--- src/rtl/sync_fifo_pkg.sv ---
// Shared widths, helpers and parameter legality checks for sync_fifo_flags.
// Used by both the registered-read and SYNC_FIFO_FWFT_EN builds.
package sync_fifo_pkg;

    function automatic int clog2(input int n);
        int r;
        r = 0;
        for (int v = 1; v < n; v = v * 2) r++;
        return r;
    endfunction

    function automatic int ptr_w(input int depth);
        return clog2(depth);
    endfunction

    function automatic int lvl_w(input int depth);
        return clog2(depth) + 1;
    endfunction

    function automatic bit params_ok(input int width, input int depth,
                                     input int af, input int ae);
        return (width >= 1) && (depth >= 4) && ((depth & (depth - 1)) == 0)
            && (ae >= 0) && (ae < af) && (af <= depth);
    endfunction

endpackage

--- src/rtl/sync_fifo_flags_ram.sv ---
// Simple dual-port storage: synchronous write, read port combinational
// under SYNC_FIFO_FWFT_EN, otherwise a registered read with enable.
module fifo_ram
    import sync_fifo_pkg::*;
#(
    parameter int WIDTH = 8,
    parameter int DEPTH = 16,
    parameter int PTR_W = 4
) (
    input  logic             clk,
    input  logic             rst,
    input  logic             we_i,
    input  logic [PTR_W-1:0] waddr_i,
    input  logic [WIDTH-1:0] wdata_i,
    input  logic             re_i,
    input  logic [PTR_W-1:0] raddr_i,
    output logic [WIDTH-1:0] rdata_o
);

    logic [WIDTH-1:0] mem_q [DEPTH];

    always_ff @(posedge clk) begin
        if (we_i) mem_q[waddr_i] <= wdata_i;
    end

`ifdef SYNC_FIFO_FWFT_EN
    logic unused_ok;
    assign unused_ok = ^{rst, re_i};
    assign rdata_o   = mem_q[raddr_i];
`else
    logic [WIDTH-1:0] rdata_q;

    always_ff @(posedge clk) begin
        if (rst) begin
            rdata_q <= '0;
        end else if (re_i) begin
            rdata_q <= mem_q[raddr_i];
        end
    end

    assign rdata_o = rdata_q;
`endif

endmodule

--- src/rtl/sync_fifo_flags.sv ---
// Single-clock FIFO with level, almost flags and sticky error flags.
// Define SYNC_FIFO_FWFT_EN for first-word-fall-through reads.
module sync_fifo_flags
    import sync_fifo_pkg::*;
#(
    parameter int WIDTH     = 8,
    parameter int DEPTH     = 16,
    parameter int AF_THRESH = DEPTH - 2,
    parameter int AE_THRESH = 2
) (
    input  logic                 clk,
    input  logic                 rst,
    input  logic                 wr_en,
    input  logic [WIDTH-1:0]     wr_data,
    input  logic                 rd_en,
    output logic [WIDTH-1:0]     rd_data,
    output logic                 rd_valid,
    output logic                 full,
    output logic                 empty,
    output logic                 almost_full,
    output logic                 almost_empty,
    output logic [clog2(DEPTH):0] level,
    output logic                 overflow,
    output logic                 underflow
);

    localparam int PTR_W = ptr_w(DEPTH);
    localparam int LVL_W = lvl_w(DEPTH);

    localparam logic [LVL_W-1:0] DEPTH_L = LVL_W'(DEPTH);
    localparam logic [LVL_W-1:0] AF_L    = LVL_W'(AF_THRESH);
    localparam logic [LVL_W-1:0] AE_L    = LVL_W'(AE_THRESH);

    if (!params_ok(WIDTH, DEPTH, AF_THRESH, AE_THRESH)) begin : g_bad_params
        $error("sync_fifo_flags: illegal WIDTH/DEPTH/threshold parameters");
    end

    logic [PTR_W-1:0] wr_ptr_q, wr_ptr_d;
    logic [PTR_W-1:0] rd_ptr_q, rd_ptr_d;
    logic [LVL_W-1:0] level_q, level_d;
    logic             ovf_q, ovf_d;
    logic             unf_q, unf_d;
    logic             rd_acc, wr_acc;

    assign full         = (level_q == DEPTH_L);
    assign empty        = (level_q == '0);
    assign almost_full  = (level_q >= AF_L);
    assign almost_empty = (level_q <= AE_L);
    assign level        = level_q;
    assign overflow     = ovf_q;
    assign underflow    = unf_q;

    // A full FIFO still takes a write when a read frees a slot this cycle.
    assign rd_acc = rd_en && !empty;
    assign wr_acc = wr_en && (!full || rd_acc);

    always_comb begin
        wr_ptr_d = wr_ptr_q;
        rd_ptr_d = rd_ptr_q;
        level_d  = level_q;
        ovf_d    = ovf_q | (wr_en && !wr_acc);
        unf_d    = unf_q | (rd_en && !rd_acc);
        if (wr_acc) wr_ptr_d = wr_ptr_q + PTR_W'(1);
        if (rd_acc) rd_ptr_d = rd_ptr_q + PTR_W'(1);
        unique case ({wr_acc, rd_acc})
            2'b10:   level_d = level_q + LVL_W'(1);
            2'b01:   level_d = level_q - LVL_W'(1);
            default: level_d = level_q;
        endcase
    end

    always_ff @(posedge clk) begin
        if (rst) begin
            wr_ptr_q <= '0;
            rd_ptr_q <= '0;
            level_q  <= '0;
            ovf_q    <= 1'b0;
            unf_q    <= 1'b0;
        end else begin
            wr_ptr_q <= wr_ptr_d;
            rd_ptr_q <= rd_ptr_d;
            level_q  <= level_d;
            ovf_q    <= ovf_d;
            unf_q    <= unf_d;
        end
    end

    fifo_ram #(
        .WIDTH (WIDTH),
        .DEPTH (DEPTH),
        .PTR_W (PTR_W)
    ) u_ram (
        .clk     (clk),
        .rst     (rst),
        .we_i    (wr_acc && !rst),
        .waddr_i (wr_ptr_q),
        .wdata_i (wr_data),
        .re_i    (rd_acc && !rst),
        .raddr_i (rd_ptr_q),
        .rdata_o (rd_data)
    );

`ifdef SYNC_FIFO_FWFT_EN
    assign rd_valid = !empty;
`else
    logic rd_valid_q;

    always_ff @(posedge clk) begin
        if (rst) rd_valid_q <= 1'b0;
        else     rd_valid_q <= rd_acc;
    end

    assign rd_valid = rd_valid_q;
`endif

endmodule

--- config.mk ---
export PLATFORM = sky130hd
export DESIGN_NAME = sync_fifo_flags
export DESIGN_NICKNAME = d
export VERILOG_FILES = /design/src/rtl/sync_fifo_pkg.sv /design/src/rtl/sync_fifo_flags_ram.sv /design/src/rtl/sync_fifo_flags.sv
export SDC_FILE = /design/constraint.sdc
export NUM_CORES = 1
export LEC_CHECK = 0
export BUFFER_PORTS_ARGS = -buffer_cell sky130_fd_sc_hd__buf_4
export CORE_MARGIN = 3
export CORE_UTILIZATION = 65
export DETAILED_ROUTE_END_ITERATION = 7
export HOLD_SLACK_MARGIN = 0.15
export PLACE_DENSITY = 0.94
export SETUP_SLACK_MARGIN = 0.15
export SYNTH_ARGS = -nofsm -noshare
export SYNTH_HDL_FRONTEND = slang
export SYNTH_SLANG_ARGS = --single-unit
--- constraint.sdc ---
create_clock -name clk -period 5.9 [get_ports clk]
set_clock_uncertainty 0.15 [all_clocks]
set_input_delay 1.18 -clock clk [delete_from_list [all_inputs] [get_ports clk]]
set_output_delay 1.18 -clock clk [all_outputs]
set_load 0.02 [all_outputs]
Word-level counts from Yosys, hierarchy flattened:

Memories as Yosys holds them, arrays and structs flattened. A register that Yosys moved wholly into a read port is not among the register bits.
Index checks and enable logic that the tools add are counted.

* latch bits: 0
* output and inout bits: 20
* word-level logic and storage cells: 35
* bits in registers: 16
* ROM bits: 0
* memory bits (writable): 128
* memories: 1

Memory list
* u_ram.mem_q: depth 16, bits a word 8, read ports 1, clocked after memory_dff 1, wr ports 1, RTL line sync_fifo_flags_ram.sv:20 `logic [WIDTH-1:0] mem_q [DEPTH];`

* shifts and indexed selects: 0
* $add $sub $neg: 4
* reductions and logical operators: 14
* bitwise logic cells: 2
* $lt $le $gt $ge: 2
* equality and inequality tests: 3
* multiplexer cells: 3
* div/mod/pow operators: 0
* $mul: 0

Operator list (count)
* 5-bit case mux with 2 select lines: 1
* 4-bit by 1-bit adder with 4-bit output, second input constant: 2
* 1-bit logical AND: 6
* 5-bit by 1-bit adder with 5-bit output, second input constant: 1
* 5-bit equality test, second input constant: 1
* 5-bit by 4-bit >= comparator with 1-bit output, second input constant: 1
* 5-bit by 2-bit <= comparator with 1-bit output, second input constant: 1
* 1-bit zero test: 5
* 5-bit zero test: 1
* 5-bit by 1-bit subtractor with 5-bit output, second input constant: 1
* 2-bit by 1-bit equality test with 1-bit output, second input constant: 1
* 2-bit equality test, second input constant: 1
* 1-bit two-way mux: 2
* 1-bit bitwise OR: 2
* 2-bit nonzero test: 1
* 1-bit logical OR: 1

Depth between registers and ports, before layout:

* depth in word-level cells: 8
* gate-level depth with buffers: 10

Hierarchy:

From an unflattened synthesis, not the netlist that was laid out.

* cell total of the unflattened synthesis: 411
* area, all modules: 6180.9 µm²

Modules (own cells, without submodules)
* fifo_ram: cells each 316, seq. area each 4003.8 µm², instances 1, area an instance 5343.9 µm²
* sync_fifo_flags: cells each 95, seq. area each 320.3 µm², instances 1, area an instance 837.1 µm²

Worst setup path before layout:

OpenSTA, ideal clock, no wires.

* kind: input port to flip-flop
* start point: input rd_en
* end point: register level_q[4], in the netlist level[4]
* buffers on the path: 1
* cell stages on the path: 8
* path slack: 2.931 ns
* library setup time: 0.133 ns
* data arrival time: 2.687 ns
* required time: 5.617 ns
* path through: o21ai_2 -> buf_4 -> nor2_1 -> ha_1 -> a21o_1 -> a2111o_1 -> o211ai_1 -> a31oi_1

* cells in the longest elaborated chain, start to end: 5
* elaborated cells on any way between the ends: 7
* classes of those cells: eq/ne: 2; mux: 1; reduce/logical: 4

Ends and longest elaborated chain
* from (decl): RTL line sync_fifo_flags.sv:15 `input logic rd_en,`
* 1-bit logical AND (*): RTL line sync_fifo_flags.sv:54 `assign rd_acc = rd_en && !empty;`
* 1-bit logical OR: RTL line sync_fifo_flags.sv:55 `assign wr_acc = wr_en && (!full || rd_acc);`
* 1-bit logical AND: RTL line sync_fifo_flags.sv:55
* 2-bit by 1-bit equality test with 1-bit output or 2-bit equality test (tied branches): RTL line sync_fifo_flags.sv:65 `unique case ({wr_acc, rd_acc})`
* 5-bit case mux with 2 select lines or 2-bit nonzero test (tied branches)
* to (signal assigned): RTL line sync_fifo_flags.sv:82 `level_q <= level_d;`
* to (decl): RTL line sync_fifo_flags.sv:40 `logic [LVL_W-1:0] level_q, level_d;`

Mark *: on every way between the ends. The rest lies on a longest branch, timed or not.
A chain may end at the register's enable or synchronous reset.

Final worst setup path:

* start point: register level_q[0], in the netlist level[0]
* end point: register level_q[4], in the netlist level[4]

* cells in the longest elaborated chain, start to end: 7
* elaborated cells on any way between the ends: 13
* classes of those cells: add/sub: 2; eq/ne: 3; mux: 1; reduce/logical: 7

Ends and longest elaborated chain
* 5-bit zero test: RTL line sync_fifo_flags.sv:46 `assign empty = (level_q == '0);`
* 1-bit zero test: RTL line sync_fifo_flags.sv:54
* 1-bit logical AND: RTL line sync_fifo_flags.sv:54
* 1-bit logical OR: RTL line sync_fifo_flags.sv:55
* 1-bit logical AND: RTL line sync_fifo_flags.sv:55
* 2-bit by 1-bit equality test with 1-bit output or 2-bit equality test (tied branches): RTL line sync_fifo_flags.sv:65
* 5-bit case mux with 2 select lines or 2-bit nonzero test (tied branches)

Several ways; a longest one is shown, not always the timed one.

==> metrics.md <==
| Metric | Value |
|---|---|
| Status | completed |
| Vias per std cell | 6.55 |
| Adder and majority cell fraction of the synthesized area | 1.95% |
| Number of sinks on the clock net | 152 |
| Crit path launch type | flop |
| Kind of cell with the highest combined delay on the critical path | compound AO/OA/AOI/OAI gates |
| Overall overflow remaining after global route | 0 |
| Clock-pin slew reported for the worst setup and hold paths after clock tree synthesis | 0.07 ns |
| Maximum Capacitance Violations | 0 |
| Count of final hold-check violations | 0 |
| Worst Hold Margin | 0.343 ns |
| Share of synthesized area occupied by flip-flops and latches | 70.1% |
| Cell area power density | 435 nW/µm² |
| Insertion delay to the later sink of the worst-skew pair | 0.54 ns |
| Clock tree root driver cell | sky130_fd_sc_hd__clkbuf_8 |
| Worst ir drop on vdd | 0.315 mV |
| Floorplan die width | 103 µm |
| Wire length after detailed routing | 13.7 mm |
| Number of enable-type register cells in the synthesized netlist | 128 |
| Initial antenna violation count | 0 |
| Yosys top cell area share | 62.3% |
| DRC violations left | 0 |
| Detailed Routing Iterations Pass 1 | 5 |
| Finish-stage setup viols | 0 |
| Dominant cells by area after synthesis | sky130_fd_sc_hd__edfxtp_1 (62%), sky130_fd_sc_hd__dfxtp_1 (7.8%), sky130_fd_sc_hd__mux2i_1 (5.8%), sky130_fd_sc_hd__mux4_2 (5.8%), sky130_fd_sc_hd__nor2_1 (2.4%) |
| Netlist Area Pre-Place | 6170 µm² |
| R2R setup slack | 2.21 ns |
| Syn. warnings | 0 |
| Initial detailed-routing violation count | 356 |
| Effective utilization at floorplan | 68.7% |
| Antenna Nets Post-Route | 0 |
| Critical Path, Cell by Cell | or4_1, o21ai_2, nor2_1, fa_1, a21o_1, a21oi_1, mux2i_1, a31oi_1 |
| CP endpoint kind | flop |
| Layout overhead on the synthesized area | 15.1% |
| Largest stage delay, worst path | 0.80 ns |
| Cts hold-fix bufs | 0 |
| Share of cells above drive strength 1 | 21.2% |
| Wire length of the first global-routing pass | 21.0 mm |
| Layout fillers | 452 |
| Setup CP Type | flop to flop |
| Compound-gate portion of the synthesized area | 5.41% |
| Placer Congestion | 0.841 |
| Simple-gate area share of the yosys netlist | 6.87% |
| Detailed Place HPWL | 7.87 mm |
| Share of cell area taken by muxes after synthesis | 13.1% |
| Postcts setup bufs | 0 |
| Clock tree from TritonCTS | done |
| Clock H-tree levels | 4 |
| Finished Layout Cells | 550 |
| Vias in the first global route | 3,607 |
| Largest fanout on the critical path | 13 |
| Total Negative Setup Slacks | 0 ns |
| Critical path required time | 6.15 ns |
| Biggest area consumer among synthesized cells | sky130_fd_sc_hd__edfxtp_1 |
| Path type of the worst min-delay path | flop to flop |
| Ys flop type | sky130_fd_sc_hd__edfxtp_1 |
| Area of the core | 8980 µm² |
| Number of buffers inserted by port buffering | 31 |
| Largest buffer count on any clock path | 2 |
| Number of unique standard cell types used by synthesis | 46 |
| Ratio of final minimum period to clock period | 62.5% |
| Routed wire per std cell | 24.9 µm |
| Synth Area per Inst | 16.3 µm² |
| Total number of vias | 3,604 |
| Total Nets Final | 432 |
| Slowest cell on the critical path | sky130_fd_sc_hd__or4_1 |
| Total count of max-transition violations in the final report | 0 |
| Antenna Cells | 0 |
| Synthesized net count | 400 |
| Die Height | 103 µm |
| Xor/xnor share of the synthesized area | 0.710% |
| Main combinational cell family by area after synthesis | multiplexers |
| Largest net degree at the start of global routing | 32 |
| Total leakage power | 2.36 nW |
| Die area | 10,700 µm² |
| Worst Path Arrival | 3.94 ns |
| Post-cts gate resize count | 0 |
| FMAX | 271 MHz |
| Total clock buffers created by CTS | 17 |
| RSZ-0062 raised after global routing | no |
| Dpl cells | 518 |
| Max-Slew Margin vs Limit | 38.7% |
| Count of state elements after synthesis | 152 |
| Number of I/O pins | 32 |
| Share of synthesized flip-flops with an asynchronous set or reset | 0% |
| Global-route usage over all layers | 28.4% |
| Clock period minus final worst setup slack | 3.69 ns |
| Slew of the pin with the lowest slew margin | 0.911 ns |
| Number of cell rows | 34 |
| Synth Instances | 379 |
| Sum of buffers and inverters on the critical path | 0 |
## worst reg2reg max path: stages (launching register included)
cell and delay [ns]:
sky130_fd_sc_hd__dfxtp_1 0.39, sky130_fd_sc_hd__or4_1 0.80, sky130_fd_sc_hd__o21ai_2 0.61, sky130_fd_sc_hd__nor2_1 0.25
sky130_fd_sc_hd__fa_1 0.46, sky130_fd_sc_hd__a21o_1 0.19, sky130_fd_sc_hd__a21oi_1 0.30, sky130_fd_sc_hd__mux2i_1 0.30
sky130_fd_sc_hd__a31oi_1 0.12
## cell families after synthesis
logic type,count (synthesis)
mux,57
compound gates,43
fa+ha+maj,9
xor+xnor,5
flops,152
simple gates,88
buf+inv,25
## sequential cells by signal (all words and copies together) (netlist names)
name	flops
underflow	1
wr_ptr_q	4
u_ram.mem_q	128
level	5
u_ram.rdata_o	8
rd_valid	1
overflow	1
rd_ptr_q	4
## metal layers
layer / GRT usage (%) / vias to the layer above / wire length, µm
li1: - / 1552 / -
met4: 9.56 / 0 / 332
met3: 6.91 / 34 / 1090
met2: 47.2 / 233 / 7160
met1: 37.2 / 1785 / 5140
met5: 0 / - / 0
## cells in the final DEF, fill, tap and decap left out, drive strengths merged, types with 8 or more instances in the layout
master / count
nand2: 9
nor4: 9
buf: 33
inv: 13
o22ai: 16
dfxtp: 24
nor2: 39
clkbuf: 17
mux2i: 38
nor3: 8
mux4: 16
ha: 8
edfxtp: 128
## where the power goes
part / leakage [nW] / switching, W / internal (W)
Sequential: 1.35 / 0.0000588 / 0.00123
Combinational: 0.709 / 0.000399 / 0.000265
Clock: 0.303 / 0.000477 / 0.000665
## through the flow
step | setup slack [ns] | power (W) | cell area, µm² | util, %
finish | 2.21 | 0.00309 | 7100 | 79.1
global route | 2.06 | 0.00319 | 7100 | 79.1
CTS | 2.30 | 0.00309 | 7100 | 79.1
detailed placement | 2.45 | 0.00195 | 6480 | 72.2
global placement | 2.60 | 0.00191 | 6480 | 72.2
floorplan | 2.93 | 0.00175 | 6170 | -
## final timing paths
path	startpoint	endpoint	cells past startpoint
setup / recovery	level[0]	level[4]	8
hold / removal	underflow	underflow	2
setup reg to reg	level[0]	level[4]	8
hold reg to reg	underflow	underflow	2
## synth_stat cells, types with 7 or more instances
master / count
sky130_fd_sc_hd__dfxtp_1: 24
sky130_fd_sc_hd__nor3_1: 8
sky130_fd_sc_hd__nor4_1: 9
sky130_fd_sc_hd__ha_1: 8
sky130_fd_sc_hd__edfxtp_1: 128
sky130_fd_sc_hd__nand2_1: 9
sky130_fd_sc_hd__o22ai_1: 16
sky130_fd_sc_hd__a22o_1: 7
sky130_fd_sc_hd__buf_2: 9
sky130_fd_sc_hd__mux2i_1: 36
sky130_fd_sc_hd__mux4_2: 16
sky130_fd_sc_hd__nor2_1: 39
## layout make-up
type | count | area (µm²) | share of cell area (%)
sequential | 152 | 4330 | 60.9
multi-input combinational | 202 | 1730 | 24.3
clock buffer | 17 | 414 | 5.83
timing repair buffer | 33 | 248 | 3.49
clock inverter | 15 | 209 | 2.94
tap | 126 | 158 | 2.22
inverter | 5 | 18.8 | 0.264
(Power assumes the default switching activity.)
